File: src/rtl/servo_pkg.sv
// rtl/servo_pkg.sv - shared constants and types for the dispenser-gate servo path
package servo_pkg;

  typedef enum logic [1:0] {
    IDLE   = 2'd0,
    OPEN   = 2'd1,
    SETTLE = 2'd2
  } state_t;

  localparam int unsigned CLOSED_DUTY = 40;
  localparam int unsigned DUTY_MIN    = 40;
  localparam int unsigned DUTY_MAX    = 120;

  localparam logic [31:0] ADDR_DUTY = 32'h0000_1000;
  localparam logic [31:0] ADDR_TRIG = 32'h0000_1004;

  // Keep CPU-written open duty inside the servo's safe mechanical range.
  function automatic int unsigned clamp_duty(input int unsigned v);
    if (v < DUTY_MIN) return DUTY_MIN;
    if (v > DUTY_MAX) return DUTY_MAX;
    return v;
  endfunction

endpackage

File: src/rtl/servo_gate_scheduler_ms_tick_counter.sv
// rtl/servo_gate_scheduler_ms_tick_counter.sv - millisecond prescaler with loadable down-counter
module ms_tick_counter #(
  parameter int CYCLES_PER_MS = 50000,
  parameter int CNT_W         = 16
) (
  input  logic             clk,
  input  logic             reset_n,
  input  logic             load,
  input  logic [CNT_W-1:0] load_val,
  output logic             expire
);

  localparam int PW = (CYCLES_PER_MS > 1) ? $clog2(CYCLES_PER_MS) : 1;
  localparam logic [PW-1:0] PRESC_LAST = PW'(CYCLES_PER_MS - 1);

  logic [PW-1:0]    presc;
  logic [CNT_W-1:0] count;
  logic             running;
  logic             wrap;

  assign running = (count != '0);
  assign wrap    = (presc == PRESC_LAST);
  // Combinational so the owner can act on the same edge the last millisecond ends.
  assign expire  = running && wrap && (count == CNT_W'(1));

  // Load restarts a fresh window; otherwise count milliseconds down to zero and stop.
  always_ff @(posedge clk or negedge reset_n) begin
    if (!reset_n) begin
      presc <= '0;
      count <= '0;
    end else if (load) begin
      presc <= '0;
      count <= load_val;
    end else if (running) begin
      if (wrap) begin
        presc <= '0;
        count <= count - CNT_W'(1);
      end else begin
        presc <= presc + PW'(1);
      end
    end
  end

endmodule

File: src/rtl/servo_gate_scheduler.sv
// rtl/servo_gate_scheduler.sv - open/settle sequencer driving the gate servo duty cycle
module servo_gate_scheduler
  import servo_pkg::*;
#(
  parameter int CYCLES_PER_MS     = 50000,
  parameter int DUTY_W            = 10,
  parameter int DEFAULT_OPEN_DUTY = 112,
  parameter int HOLD_W            = 16,
  parameter int BUTTON_HOLD_MS    = 1000,
  parameter int SETTLE_MS         = 200
) (
  input  logic              clk,
  input  logic              reset_n,
  input  logic              mem_we,
  input  logic [31:0]       mem_addr,
  input  logic [31:0]       mem_data,
  input  logic              button,
  output logic [DUTY_W-1:0] duty_cycle,
  output logic              busy,
  output logic              pending,
  output logic [1:0]        state,
  output logic              done
);

  localparam int SETTLE_W = $clog2(SETTLE_MS + 1);
  localparam logic [HOLD_W-1:0]   BTN_HOLD   = HOLD_W'(BUTTON_HOLD_MS);
  localparam logic [SETTLE_W-1:0] SETTLE_VAL = SETTLE_W'(SETTLE_MS);
  localparam logic [DUTY_W-1:0]   DUTY_CLOSED = DUTY_W'(CLOSED_DUTY);

  state_t             st;
  logic [DUTY_W-1:0]  open_duty_reg;
  logic [DUTY_W-1:0]  open_duty_next;
  logic [HOLD_W-1:0]  pend_hold;
  logic               btn_sync1, btn_sync2, btn_prev;
  logic               btn_edge, btn_req;
  logic               duty_wr, cpu_trig;
  logic [HOLD_W-1:0]  trig_hold;
  logic               hold_load, hold_expire;
  logic [HOLD_W-1:0]  hold_val;
  logic               settle_load, settle_expire;

  assign state = st;
  assign busy  = (st != IDLE);

  assign trig_hold = mem_data[HOLD_W-1:0];
  assign duty_wr   = mem_we && (mem_addr == ADDR_DUTY);
  assign cpu_trig  = mem_we && (mem_addr == ADDR_TRIG) && (trig_hold != '0);
  assign btn_edge  = btn_sync2 && !btn_prev;
  // CPU wins a same-cycle collision; the button edge is simply lost.
  assign btn_req   = btn_edge && !cpu_trig;

  assign open_duty_next = duty_wr ? DUTY_W'(clamp_duty(32'(mem_data[DUTY_W-1:0]))) : open_duty_reg;

  // Bring the raw button into clk domain and remember the last level for edge detect.
  always_ff @(posedge clk or negedge reset_n) begin
    if (!reset_n) begin
      btn_sync1 <= 1'b0;
      btn_sync2 <= 1'b0;
      btn_prev  <= 1'b0;
    end else begin
      btn_sync1 <= button;
      btn_sync2 <= btn_sync1;
      btn_prev  <= btn_sync2;
    end
  end

  // Decide when the two millisecond counters restart and with what value.
  always_comb begin
    hold_load   = 1'b0;
    hold_val    = trig_hold;
    settle_load = 1'b0;
    case (st)
      IDLE: begin
        if (cpu_trig) begin
          hold_load = 1'b1;
        end else if (btn_req) begin
          hold_load = 1'b1;
          hold_val  = BTN_HOLD;
        end
      end
      OPEN: begin
        if (cpu_trig) hold_load = 1'b1;
        else if (hold_expire) settle_load = 1'b1;
      end
      SETTLE: begin
        if (settle_expire) begin
          if (cpu_trig) begin
            hold_load = 1'b1;
          end else if (pending) begin
            hold_load = 1'b1;
            hold_val  = pend_hold;
          end else if (btn_req) begin
            hold_load = 1'b1;
            hold_val  = BTN_HOLD;
          end
        end
      end
      default: ;
    endcase
  end

  ms_tick_counter #(
    .CYCLES_PER_MS(CYCLES_PER_MS),
    .CNT_W        (HOLD_W)
  ) u_hold_cnt (
    .clk     (clk),
    .reset_n (reset_n),
    .load    (hold_load),
    .load_val(hold_val),
    .expire  (hold_expire)
  );

  ms_tick_counter #(
    .CYCLES_PER_MS(CYCLES_PER_MS),
    .CNT_W        (SETTLE_W)
  ) u_settle_cnt (
    .clk     (clk),
    .reset_n (reset_n),
    .load    (settle_load),
    .load_val(SETTLE_VAL),
    .expire  (settle_expire)
  );

  // Gate sequencer: IDLE -> OPEN (hold) -> SETTLE (closed) -> IDLE or straight back to OPEN.
  always_ff @(posedge clk or negedge reset_n) begin
    if (!reset_n) begin
      st            <= IDLE;
      duty_cycle    <= DUTY_CLOSED;
      pending       <= 1'b0;
      pend_hold     <= '0;
      done          <= 1'b0;
      open_duty_reg <= DUTY_W'(DEFAULT_OPEN_DUTY);
    end else begin
      done          <= 1'b0;
      open_duty_reg <= open_duty_next;
      case (st)
        IDLE: begin
          if (hold_load) begin
            st         <= OPEN;
            duty_cycle <= open_duty_next;
          end
        end
        OPEN: begin
          if (settle_load) begin
            st         <= SETTLE;
            duty_cycle <= DUTY_CLOSED;
            done       <= 1'b1;
          end else begin
            duty_cycle <= open_duty_next;
          end
        end
        SETTLE: begin
          if (settle_expire) begin
            pending <= 1'b0;
            if (hold_load) begin
              st         <= OPEN;
              duty_cycle <= open_duty_next;
            end else begin
              st <= IDLE;
            end
          end else if (cpu_trig) begin
            pending   <= 1'b1;
            pend_hold <= trig_hold;
          end else if (btn_req && !pending) begin
            pending   <= 1'b1;
            pend_hold <= BTN_HOLD;
          end
        end
        default: begin
          st         <= IDLE;
          duty_cycle <= DUTY_CLOSED;
        end
      endcase
    end
  end

endmodule

File: config.mk
export PLATFORM = sky130hd
export DESIGN_NAME = servo_gate_scheduler
export DESIGN_NICKNAME = d
export VERILOG_FILES = /design/src/rtl/servo_pkg.sv /design/src/rtl/servo_gate_scheduler_ms_tick_counter.sv /design/src/rtl/servo_gate_scheduler.sv
export SDC_FILE = /design/constraint.sdc
export NUM_CORES = 1
export LEC_CHECK = 0
export ABC_CLOCK_PERIOD_IN_PS = 10450
export BUFFER_PORTS_ARGS = -buffer_cell sky130_fd_sc_hd__buf_2
export CAP_MARGIN = 20
export CORE_UTILIZATION = 30
export DETAILED_ROUTE_END_ITERATION = 10
export GPL_ROUTABILITY_DRIVEN = 1
export SLEW_MARGIN = 20
export SYNTH_ARGS = -nofsm -noshare
export SYNTH_HDL_FRONTEND = slang
export SYNTH_HIERARCHICAL = 1
export SYNTH_SLANG_ARGS = --single-unit
export TNS_END_PERCENT = 30
File: constraint.sdc
create_clock -name clk -period 10.45 [get_ports clk]
set_clock_uncertainty 0.15 [all_clocks]
set_input_delay 1.045 -clock clk [delete_from_list [all_inputs] [get_ports clk]]
set_output_delay 1.045 -clock clk [all_outputs]
set_load 0.02 [all_outputs]
==> flow_summary_export.csv, run 1 <==
group,metric,value,unit
setup_path,worstSetupStartpoint,"mem_addr[17]",
min_path,hold_class,"reg2reg",
clock_network,root_buffer,"clkbuf_16",
layout,final_cell_mix,"dfrtp_1, buf_2, nor2_1",
timing,period_share,46.04,%
synthesis,synth_top_area_share,40.72,%
min_path,whs_path_depth,0,
synthesis,yosys.area.top_type,"dfrtp_1",
clock_network,cts_resized,0,
timing,tightest_slew,839.6,ps
synthesis,yosysUniqueCellTypes,77,
clock_network,cts_htree_levels,3,
setup_path,critPathBufInv,2,
synthesis,synth_area_leaders,"dfrtp_1, a22o_1, nor2_1",
layout,final-seq-area,2484,µm²
setup_path,worstPathRequired,10590,ps
clock_network,numCtsBuffers,9,
timing,hold_viol_final,0,
min_path,min-delay-start,"btn_sync1$_DFF_PN0_",
timing,setup_violations,0,
global_route,track_usage,14.42,%
synthesis,async_reset_ff_share,100.0,%
die,start_util,30.78,%
timing,rsz0062_at_grt,"no",
power,p_per_area,136.9,nW/µm²
setup_path,worstSetupPathType,"in2reg",
setup_path,path_depth,13,
layout,multi_input_area,3098,µm²
setup_path,crit_fanout,33,
timing,drv_slew,0,
place,numPortBuffers,66,
clock_network,cts_sinks,99,
layout,layout-drive-gt1-share,20.94,%
route,ant_nets,0,
die,die_w,140.8,µm
clock_network,hold_buffers,0,
setup_path,critPathLaunchType,"input port",
die,dieArea,19810,µm²
place,dp_cells,877,
clock_network,path_clk_slew,70,ps
setup_path,end_kind,"flop",
synthesis,synth-seq-cells,99,
die,core_area,18770,µm²
timing,holdWs,200.8,ps
clock_network,cts_tree,"done",
layout,diodes,0,
die,ios,83,
layout,syn2layout_area_growth,14.88,%
synthesis,syn-instance-count,601,
place,dp_slack,5325,ps
synthesis,syn-cell-area,5777,µm²
layout,postLayoutCoreUtil,35.36,%
route,first_pass_iters,5,
synthesis,synth_edf_count,0,
global_route,gr-total-overflow,0,
route,drc,0,
layout,fillers,1915,
timing,min_period,4812,ps
synthesis,ys.flop_type,"dfrtp_1",
setup_path,worstPathArrival,4950,ps
clock_network,clock_latency,350,ps
flow_run,cap_violations,0,
setup_path,cpMaxStageDelayCell,"or4_1",
power,power.leakage,2.879,nW
layout,final_common_cell,"dfrtp_1",
global_route,antenna_found_initial,0,
setup_path,r2r-start,"u_settle_cnt/presc[0]$_DFFE_PN0P_",
setup_path,crit_chain,"buf_2, nor4_1, nand4_1, nor2_1, and3_1, a21oi_1, o22ai_2, buf_4, nor3_1, and4_1, a211o_1, or4_1, nand3_1",
synthesis,synth_seq_area_share,42.99,%
global_route,grt_pass1_wl,23200,µm
timing,finalSetupTns,0,ps
route,wl_per_cell,15.44,µm
setup_path,critPathTopFamily,"simple AND/OR/NAND/NOR gates",
timing,fin_ws,5638,ps
route,drt_iter0_markers,311,
die,dieHeight,140.8,µm
route,vias,4820,
global_route,grt_max_degree,63,
clock_network,cts_setup_buffers,0,
layout,final_cells,893,
run_status,status,"finished clean",
synthesis,yosys_warnings,6,
timing,relSlewSlack,43.29,%
place,place.gp.congestion,0.7892,
setup_path,cp_slowest_stage_delay,580,ps
clock_network,clk_path_buf_depth,2,
die,num_rows,50,
layout,finalNetCount,728,
place,hpwl,9545,µm
power,ir_drop,0.06570,mV
synthesis,syn_area_per_cell,9.612,µm²
route,viasPerCell,5.398,
setup_path,rr_worst_depth,12,
global_route,grt_pass1_vias,4512,
timing,max_freq,207.8,MHz
route,drt_wl_total,13780,µm
[kinds of logic (layout without fill, tap and decap cells)]
| group | count (synthesis) | count (layout) | share of synthesized area, % |
|---|---|---|---|
| muxes | 16 | 16 | 2.989 |
| and+or+nand+nor | 255 | 255 | 26.62 |
| buffers and inverters | 53 | 105 | 4.180 |
| adders and majority gates | 6 | 6 | 1.300 |
| other | 2 | 8 | 0.1300 |
| AOI/OAI and AO/OA | 166 | 166 | 21.18 |
| xor gates and xnor gates | 4 | 4 | 0.6066 |
| DFF | 99 | 99 | 42.99 |
[stage by stage]
stage | power [mW] | area (µm²)
after global placement | 0.5463 | 6302
after floorplan | 0.5048 | 5799
final | 0.9085 | 6636
after CTS | 0.9237 | 6630
after detailed placement | 0.5483 | 6302
after global routing | 0.9547 | 6636
[synth_stat cells, drive strengths merged (6+ instances only)]
cell    number
o22a        13
clkbuf      20
and2         6
nor3        21
o31ai       11
o21ai       35
or4         11
a311oi       6
o22ai        7
a31oi       12
nor3b        6
nor4        18
ha           6
a22o        21
a21oi       18
buf         14
nand3       26
and4         7
dfrtp       94
a211oi       6
mux2i        6
a221o       10
nand2       39
inv         19
nand4       16
nor2        47
mux2        10
and3        20
nor2b        7
[metal layers]
layer	up-vias	part of all wire, %	GRT usage [%]
li1	2410	-	-
met1	2351	51	20.35
met2	55	46	22.34
met3	4	2.5	3.702
met4	0	0.48	2.574
met5	-	0	0
[report_power, final]
part | internal, mW | leakage (nW) | switching (mW)
clock network | 0.216 | 0.155 | 0.149
registers | 0.405 | 1.25 | 0.0345
logic | 0.0448 | 1.48 | 0.0580
total | 0.667 | 2.88 | 0.242
[final cells by class]
cell class / instances / area share, %
clock buffer: 10 / 3.601
clock inverter: 6 / 1.339
inverter: 19 / 1.075
multi-input combinational: 455 / 46.68
sequential: 99 / 37.42
tap: 234 / 4.412
timing repair buffer: 70 / 5.468
[path summary, 6_finish.rpt]
kind / to / slack, ps
hold reg to reg: btn_sync2$_DFF_PN0_ / 200
hold / removal: btn_sync2$_DFF_PN0_ / 200
min in group asynchronous: u_hold_cnt/presc[8]$_DFFE_PN0P_ / 500
setup reg to reg: u_hold_cnt/presc[15]$_DFFE_PN0P_ / 5710
max in group asynchronous: pend_hold[4]$_DFFE_PN0P_ / 8450
setup / recovery: u_hold_cnt/presc[15]$_DFFE_PN0P_ / 5640
Note: power is estimated with default switching activity, not from simulation.
==> run 2: changes to the inputs <==
Settings changed: ABC_AREA set to 1, ABC_CLOCK_PERIOD_IN_PS 10450 to 3900.
Clock period 10.45 ns to 3.9 ns, I/O delays scaled along.
==> flow_summary_export.csv, run 2 <==
group,metric,value,unit
synthesis,yosys.area.top_type,"dfrtp_1",
synthesis,ys.flop_type,"dfrtp_1",
power,p_per_area,296.9,nW/µm²
synthesis,syn_area_per_cell,6.463,µm²
timing,max_freq,295.2,MHz
synthesis,synth_xor_area_share,0.5042,%
synthesis,synth_fa_ha_area_share,1.080,%
place,hpwl,12560,µm
route,ant_nets,0,
place,numPortBuffers,66,
clock_network,cts_setup_buffers,0,
layout,final_cells,1432,
die,num_rows,55,
power,p_int,1.632,mW
global_route,grt_max_degree,69,
timing,fin_ws,512.3,ps
layout,finalNetCount,1216,
global_route,antenna_found_initial,0,
power,swShare,30.04,%
setup_path,r2r-start,"u_settle_cnt/presc[0]$_DFFE_PN0P_",
synthesis,syn-instance-count,1075,
synthesis,synth_top_area_share,33.86,%
die,dieHeight,154.2,µm
clock_network,clock_latency,360,ps
setup_path,critPathLaunchType,"flop",
layout,diodes,0,
die,core_area,22710,µm²
timing,holdWs,-15.32,ps
synthesis,synthTopCellsByCount,"nand2_1, nor2_1, inv_1",
timing,rsz0062_at_grt,"no",
route,viasPerCell,4.749,
setup_path,end_kind,"flop",
synthesis,yosysUniqueCellTypes,40,
clock_network,root_buffer,"clkbuf_16",
place,dp_slack,397.2,ps
setup_path,crit_fanout,28,
synthesis,synth-seq-cells,99,
timing,tightest_slew,918.8,ps
power,ir_drop,0.1883,mV
timing,hold_viol_final,10,
synthesis,synth.area.mux_share,0,%
die,start_util,30.60,%
route,drt_wl_total,17540,µm
clock_network,cts_htree_levels,3,
route,vias,6801,
layout,syn2layout_area_growth,13.07,%
min_path,hold_class,"in2async",
synthesis,synth_edf_count,0,
synthesis,syn-cell-area,6948,µm²
timing,drv_slew,0,
synthesis,synth_seq_area_share,35.75,%
global_route,grt_pass1_wl,30570,µm
layout,layout-drive-gt1-share,13.78,%
route,drc,0,
layout,final_cell_mix,"nand2_1, nor2_1, inv_1",
clock_network,path_clk_slew,80,ps
synthesis,synth_area_leaders,"dfrtp_1, nand2_1, nor2_1",
timing,setup_violations,0,
place,place.gp.congestion,0.8382,
setup_path,worstSetupPathType,"reg2reg",
power,power.leakage,4.040,nW
die,die_w,154.2,µm
setup_path,r2r_slack,510,ps
synthesis,synth_top_family_by_area,"simple AND/OR/NAND/NOR gates",
timing,period_share,86.86,%
timing,finalSetupTns,0,ps
setup_path,rr_worst_depth,18,
die,ios,83,
power,p_comb_share,12.0,%
power,clkPwrFrac,39.8,%
clock_network,clk_path_buf_depth,2,
power,total_power,2.333,mW
setup_path,regToRegEndpoint,"u_hold_cnt/count[12]$_DFFE_PN0P_",
clock_network,cts_tree,"done",
route,wl_per_cell,12.25,µm
die,dieArea,23770,µm²
synthesis,synth_most_common_cell,"nand2_1",
power,p_sw,0.7009,mW
flow_run,cap_violations,0,
global_route,track_usage,15.70,%
route,drt_iter0_markers,413,
synthesis,synth-simple-area-share,43.63,%
setup_path,worstPathRequired,4010,ps
timing,relSlewSlack,38.75,%
route,first_pass_iters,5,
global_route,gr-total-overflow,0,
setup_path,worstSetupStartpoint,"u_settle_cnt/presc[0]$_DFFE_PN0P_",
setup_path,worstPathArrival,3500,ps
clock_network,numCtsBuffers,9,
run_status,violations,"negative hold slack",
synthesis,synth-compound-area-share,9.040,%
layout,fillers,2493,
layout,final_common_cell,"nand2_1",
layout,postLayoutCoreUtil,34.60,%
power,p_seq_share,48.2,%
clock_network,cts_sinks,99,
run_status,status,"finished, violations left",
synthesis,yosys_warnings,6,
synthesis,async_reset_ff_share,100.0,%
global_route,grt_pass1_vias,6288,
timing,min_period,3388,ps
place,dp_cells,1415,
-- run 2: changes by cell type in the layout (fill, tap and decap cells not counted), sizes merged, moves of 11 or more --
cell,delta
o21ai,+18
nor4,-17
nor2,+156
and3,-20
nand2,+314
or4,-11
nand3,+59
inv,+113
o22a,-13
a22o,-20
nand4,+23
a31oi,-11
a21oi,+23
-- run 2: critical path, stage by stage (launching register included) --
cell and delay, ps:
dfrtp_1 410, ha_1 240, inv_1 60, nor2_1 170, nand4_1 130, nor4_2 340
clkinv_1 170, nor2_1 180, nand2_1 100, nand2_1 150, inv_2 240, nand2_1 120
nor2_1 50, nand2_1 100, nor2_4 80, a21oi_4 390, nand2_1 100, nand2_1 80
inv_1 30
-- run 2: power groups by stage --
stage / Clock, mW / Combinational, mW / Sequential (mW)
5_1_grt: 0.994 / 0.329 / 1.13
2_1_floorplan: 0 / 0.188 / 1.13
6_report: 0.927 / 0.281 / 1.12
4_1_cts: 0.965 / 0.286 / 1.12
3_3_place_gp: 0 / 0.279 / 1.14
3_5_place_dp: 0 / 0.285 / 1.14
-- run 2: how the worst max path moves through the flow --
stage	slack, ps	end	cells past startpoint
final	510	u_hold_cnt/count[12]$_DFFE_PN0P_	18
after global routing	160	u_hold_cnt/count[12]$_DFFE_PN0P_	18
after CTS	370	u_hold_cnt/count[11]$_DFFE_PN0P_	16
after detailed placement	400	u_hold_cnt/count[11]$_DFFE_PN0P_	16
after global placement	510	u_hold_cnt/count[13]$_DFFE_PN0P_	16
after floorplan	530	u_hold_cnt/count[0]$_DFFE_PN0P_	18
-- run 2: cells by family after synthesis --
group                      after synthesis
and+or+nand+nor                        699
buffers and inverters                  156
AOI/OAI and AO/OA                      109
DFF                                     99
adders and majority gates                6
xor gates and xnor gates                 4
other                                    2
-- run 2: final cells by class --
class                   count  area, µm²  share of cell area (%)
clock inverters             7      71.32                  0.9078
multi-input cells         826       3811                   48.51
flip-flops and latches     99       2484                   31.61
clock buffers               9      225.2                   2.867
repair buffers             78      425.4                   5.415
well taps                 285      356.6                   4.539
inverters                 128      483.0                   6.147
-- run 2: timing repair --
action                                 4_1_cts  5_1_grt
endpoints found under the hold margin        1        0
hold buffers                                 1        0
gates resized for setup                      0        1
setup endpoints to repair                    0        1
-- run 2: per-stage QoR --
step / instance area (µm²) / hold slack [ps]
floorplan: 6970 / -55.59
global placement: 7545 / 185.4
detailed placement: 7545 / 184.7
CTS: 7851 / 28.25
global route: 7856 / 75.12
finish: 7856 / -15.32
-- run 2: metal layers --
metal | GRT usage, % | vias up | routed length (µm)
met5 | 0 | - | 0
met4 | 3.238 | 0 | 127
met3 | 2.774 | 9 | 891
met2 | 25.13 | 147 | 7867
met1 | 22.09 | 3108 | 8650
li1 | - | 3537 | -
==> run 3: changes to the inputs <==
--- a/config.mk
+++ b/config.mk
@@ -7,5 +7,5 @@
 export LEC_CHECK = 0
 export ABC_AREA = 1
-export ABC_CLOCK_PERIOD_IN_PS = 3900
+export ABC_CLOCK_PERIOD_IN_PS = 3300
 export BUFFER_PORTS_ARGS = -buffer_cell sky130_fd_sc_hd__buf_2
 export CAP_MARGIN = 20
@@ -13,4 +13,5 @@
 export DETAILED_ROUTE_END_ITERATION = 10
 export GPL_ROUTABILITY_DRIVEN = 1
+export SETUP_SLACK_MARGIN = 0.1
 export SLEW_MARGIN = 20
 export SYNTH_ARGS = -nofsm -noshare
==> constraint.sdc (replaced) <==
create_clock -name clk -period 3.3 [get_ports clk]
set_clock_uncertainty 0.15 [all_clocks]
set_input_delay 0.165 -clock clk [delete_from_list [all_inputs] [get_ports clk]]
set_output_delay 0.165 -clock clk [all_outputs]
set_load 0.02 [all_outputs]
==> flow_summary_export.csv, run 3 (synthesized netlist as in run 2, its figures left out) <==
group,metric,value,unit
run_status,status,"finished clean",
setup_path,crit_chain,"ha_1, nand3_1, inv_1, nand4_1, nor3_2, nand2_1, or2_1, nor2_1, inv_4, nand3_2, inv_1, nand2_2, nand2_4, nand2_1, nor2_1",
setup_path,worstPathRequired,3400,ps
die,start_util,30.60,%
setup_path,crit_fanout,17,
route,drc,0,
global_route,antenna_found_initial,0,
clock_network,cts_tree,"done",
timing,finalSetupTns,0,ps
route,first_pass_iters,5,
layout,postLayoutCoreUtil,35.76,%
die,dieHeight,154.2,µm
clock_network,path_clk_slew,70,ps
place,hpwl,12920,µm
layout,layout-drive-gt1-share,14.70,%
timing,drv_slew,0,
route,ant_nets,0,
layout,final_area,8120,µm²
place,place.gp.congestion,0.8456,
route,wl_per_cell,12.32,µm
route,vias,6849,
timing,rsz0062_at_grt,"no",
layout,finalNetCount,1239,
power,power.leakage,4.169,nW
clock_network,cts_htree_levels,3,
die,num_rows,55,
global_route,grt_max_degree,59,
layout,final_cell_mix,"nand2_1, nor2_1, inv_1",
route,drt_iter0_markers,581,
layout,final_common_cell,"nand2_1",
timing,relSlewSlack,60.56,%
global_route,gr-total-overflow,0,
route,drt_wl_total,17930,µm
setup_path,rr_worst_depth,15,
setup_path,r2r_slack,340,ps
layout,fillers,2459,
min_path,hold_end,"pend_hold[4]$_DFFE_PN0P_",
die,dieArea,23770,µm²
setup_path,cp_slowest_stage_delay,380,ps
die,die_w,154.2,µm
min_path,min-delay-start,"mem_data[4]",
place,numPortBuffers,66,
setup_path,end_kind,"flop",
layout,multi_input_area,3832,µm²
layout,final-seq-area,2484,µm²
setup_path,regToRegEndpoint,"u_settle_cnt/presc[15]$_DFFE_PN0P_",
setup_path,worstPathArrival,3060,ps
route,viasPerCell,4.707,
timing,tightest_slew,591.6,ps
clock_network,clock_latency,370,ps
timing,min_period,2963,ps
clock_network,clk_path_buf_depth,2,
setup_path,critPathLaunchType,"flop",
power,ir_drop,0.2395,mV
timing,period_share,89.77,%
timing,setup_violations,0,
layout,diodes,0,
setup_path,r2r-start,"u_hold_cnt/presc[1]$_DFFE_PN0P_",
min_path,whs_path_depth,3,
die,ios,83,
min_path,hold_class,"in2reg",
setup_path,cpMaxStageDelayCell,"dfrtp_1",
global_route,track_usage,15.99,%
clock_network,numCtsBuffers,9,
power,p_per_area,349.3,nW/µm²
layout,syn2layout_area_growth,16.87,%
clock_network,root_buffer,"clkbuf_16",
flow_run,cap_violations,0,
clock_network,cts_sinks,99,
timing,hold_viol_final,0,
place,place_area,7602,µm²
die,core_area,22710,µm²
setup_path,worstSetupPathType,"reg2reg",
global_route,grt_pass1_wl,30900,µm
timing,max_freq,337.5,MHz
global_route,grt_pass1_vias,6307,
run 3: layer usage:
metal	routed length [µm]	vias up	GRT usage [%]	share of wire, %
met5	0	-	0	0
met4	199	0	3.714	1.1
met3	767	15	3.362	4.3
met2	7842	145	24.78	44
met1	9121	3109	22.65	51
li1	-	3580	-	-
run 3: worst max-delay path by stage:
stage,startpoint,endpoint,cells after the start
after floorplan,u_settle_cnt/presc[0]$_DFFE_PN0P_,u_hold_cnt/count[0]$_DFFE_PN0P_,18
after global placement,u_hold_cnt/presc[1]$_DFFE_PN0P_,u_settle_cnt/count[7]$_DFFE_PN0P_,15
after detailed placement,u_settle_cnt/presc[0]$_DFFE_PN0P_,u_hold_cnt/presc[8]$_DFFE_PN0P_,16
after CTS,u_settle_cnt/presc[0]$_DFFE_PN0P_,u_hold_cnt/presc[8]$_DFFE_PN0P_,16
after global routing,u_settle_cnt/count[4]$_DFFE_PN0P_,u_hold_cnt/count[3]$_DFFE_PN0P_,18
final,u_hold_cnt/presc[1]$_DFFE_PN0P_,u_settle_cnt/presc[15]$_DFFE_PN0P_,15
run 3: repair_timing:
| action | in CTS | in global routing |
|---|---|---|
| setup buffers | 0 | 4 |
| resized for setup | 0 | 7 |
| endpoints found under the setup margin | 0 | 43 |
| endpoints found under the hold margin | 54 | 0 |
| hold buffers | 14 | 0 |
run 3: through the flow:
step                power [mW]  hold slack [ps]  setup slack [ps]  instances
floorplan                1.561           -280.6             156.6       1081
global route             2.994            23.14             106.5       1455
CTS                      2.875            1.216             189.4       1451
global placement         1.685            73.68             269.8       1421
finish                   2.837            15.13             337.5       1455
detailed placement       1.691            59.57             207.9       1421
run 3: area by class of cell:
class,instances,area share [%]
clock buffers,9,2.773
clock inverters,7,1.140
flip-flops and latches,99,30.59
inverters,128,5.948
well taps,285,4.391
repair buffers,101,7.966
multi-input cells,826,47.20
run 3: critical path: cells and delay by family, from the launching register on:
family | cells | cell delay [ps]
flops | 1 | 380
simple gates | 11 | 1790
fa+ha+maj | 1 | 210
buf+inv | 3 | 320
run 3: where the power goes:
| part | switching (mW) | internal (mW) | total (mW) |
|---|---|---|---|
| logic | 0.217 | 0.137 | 0.354 |
| clock network | 0.543 | 0.611 | 1.15 |
| registers | 0.0657 | 1.26 | 1.33 |
| total | 0.826 | 2.01 | 2.84 |
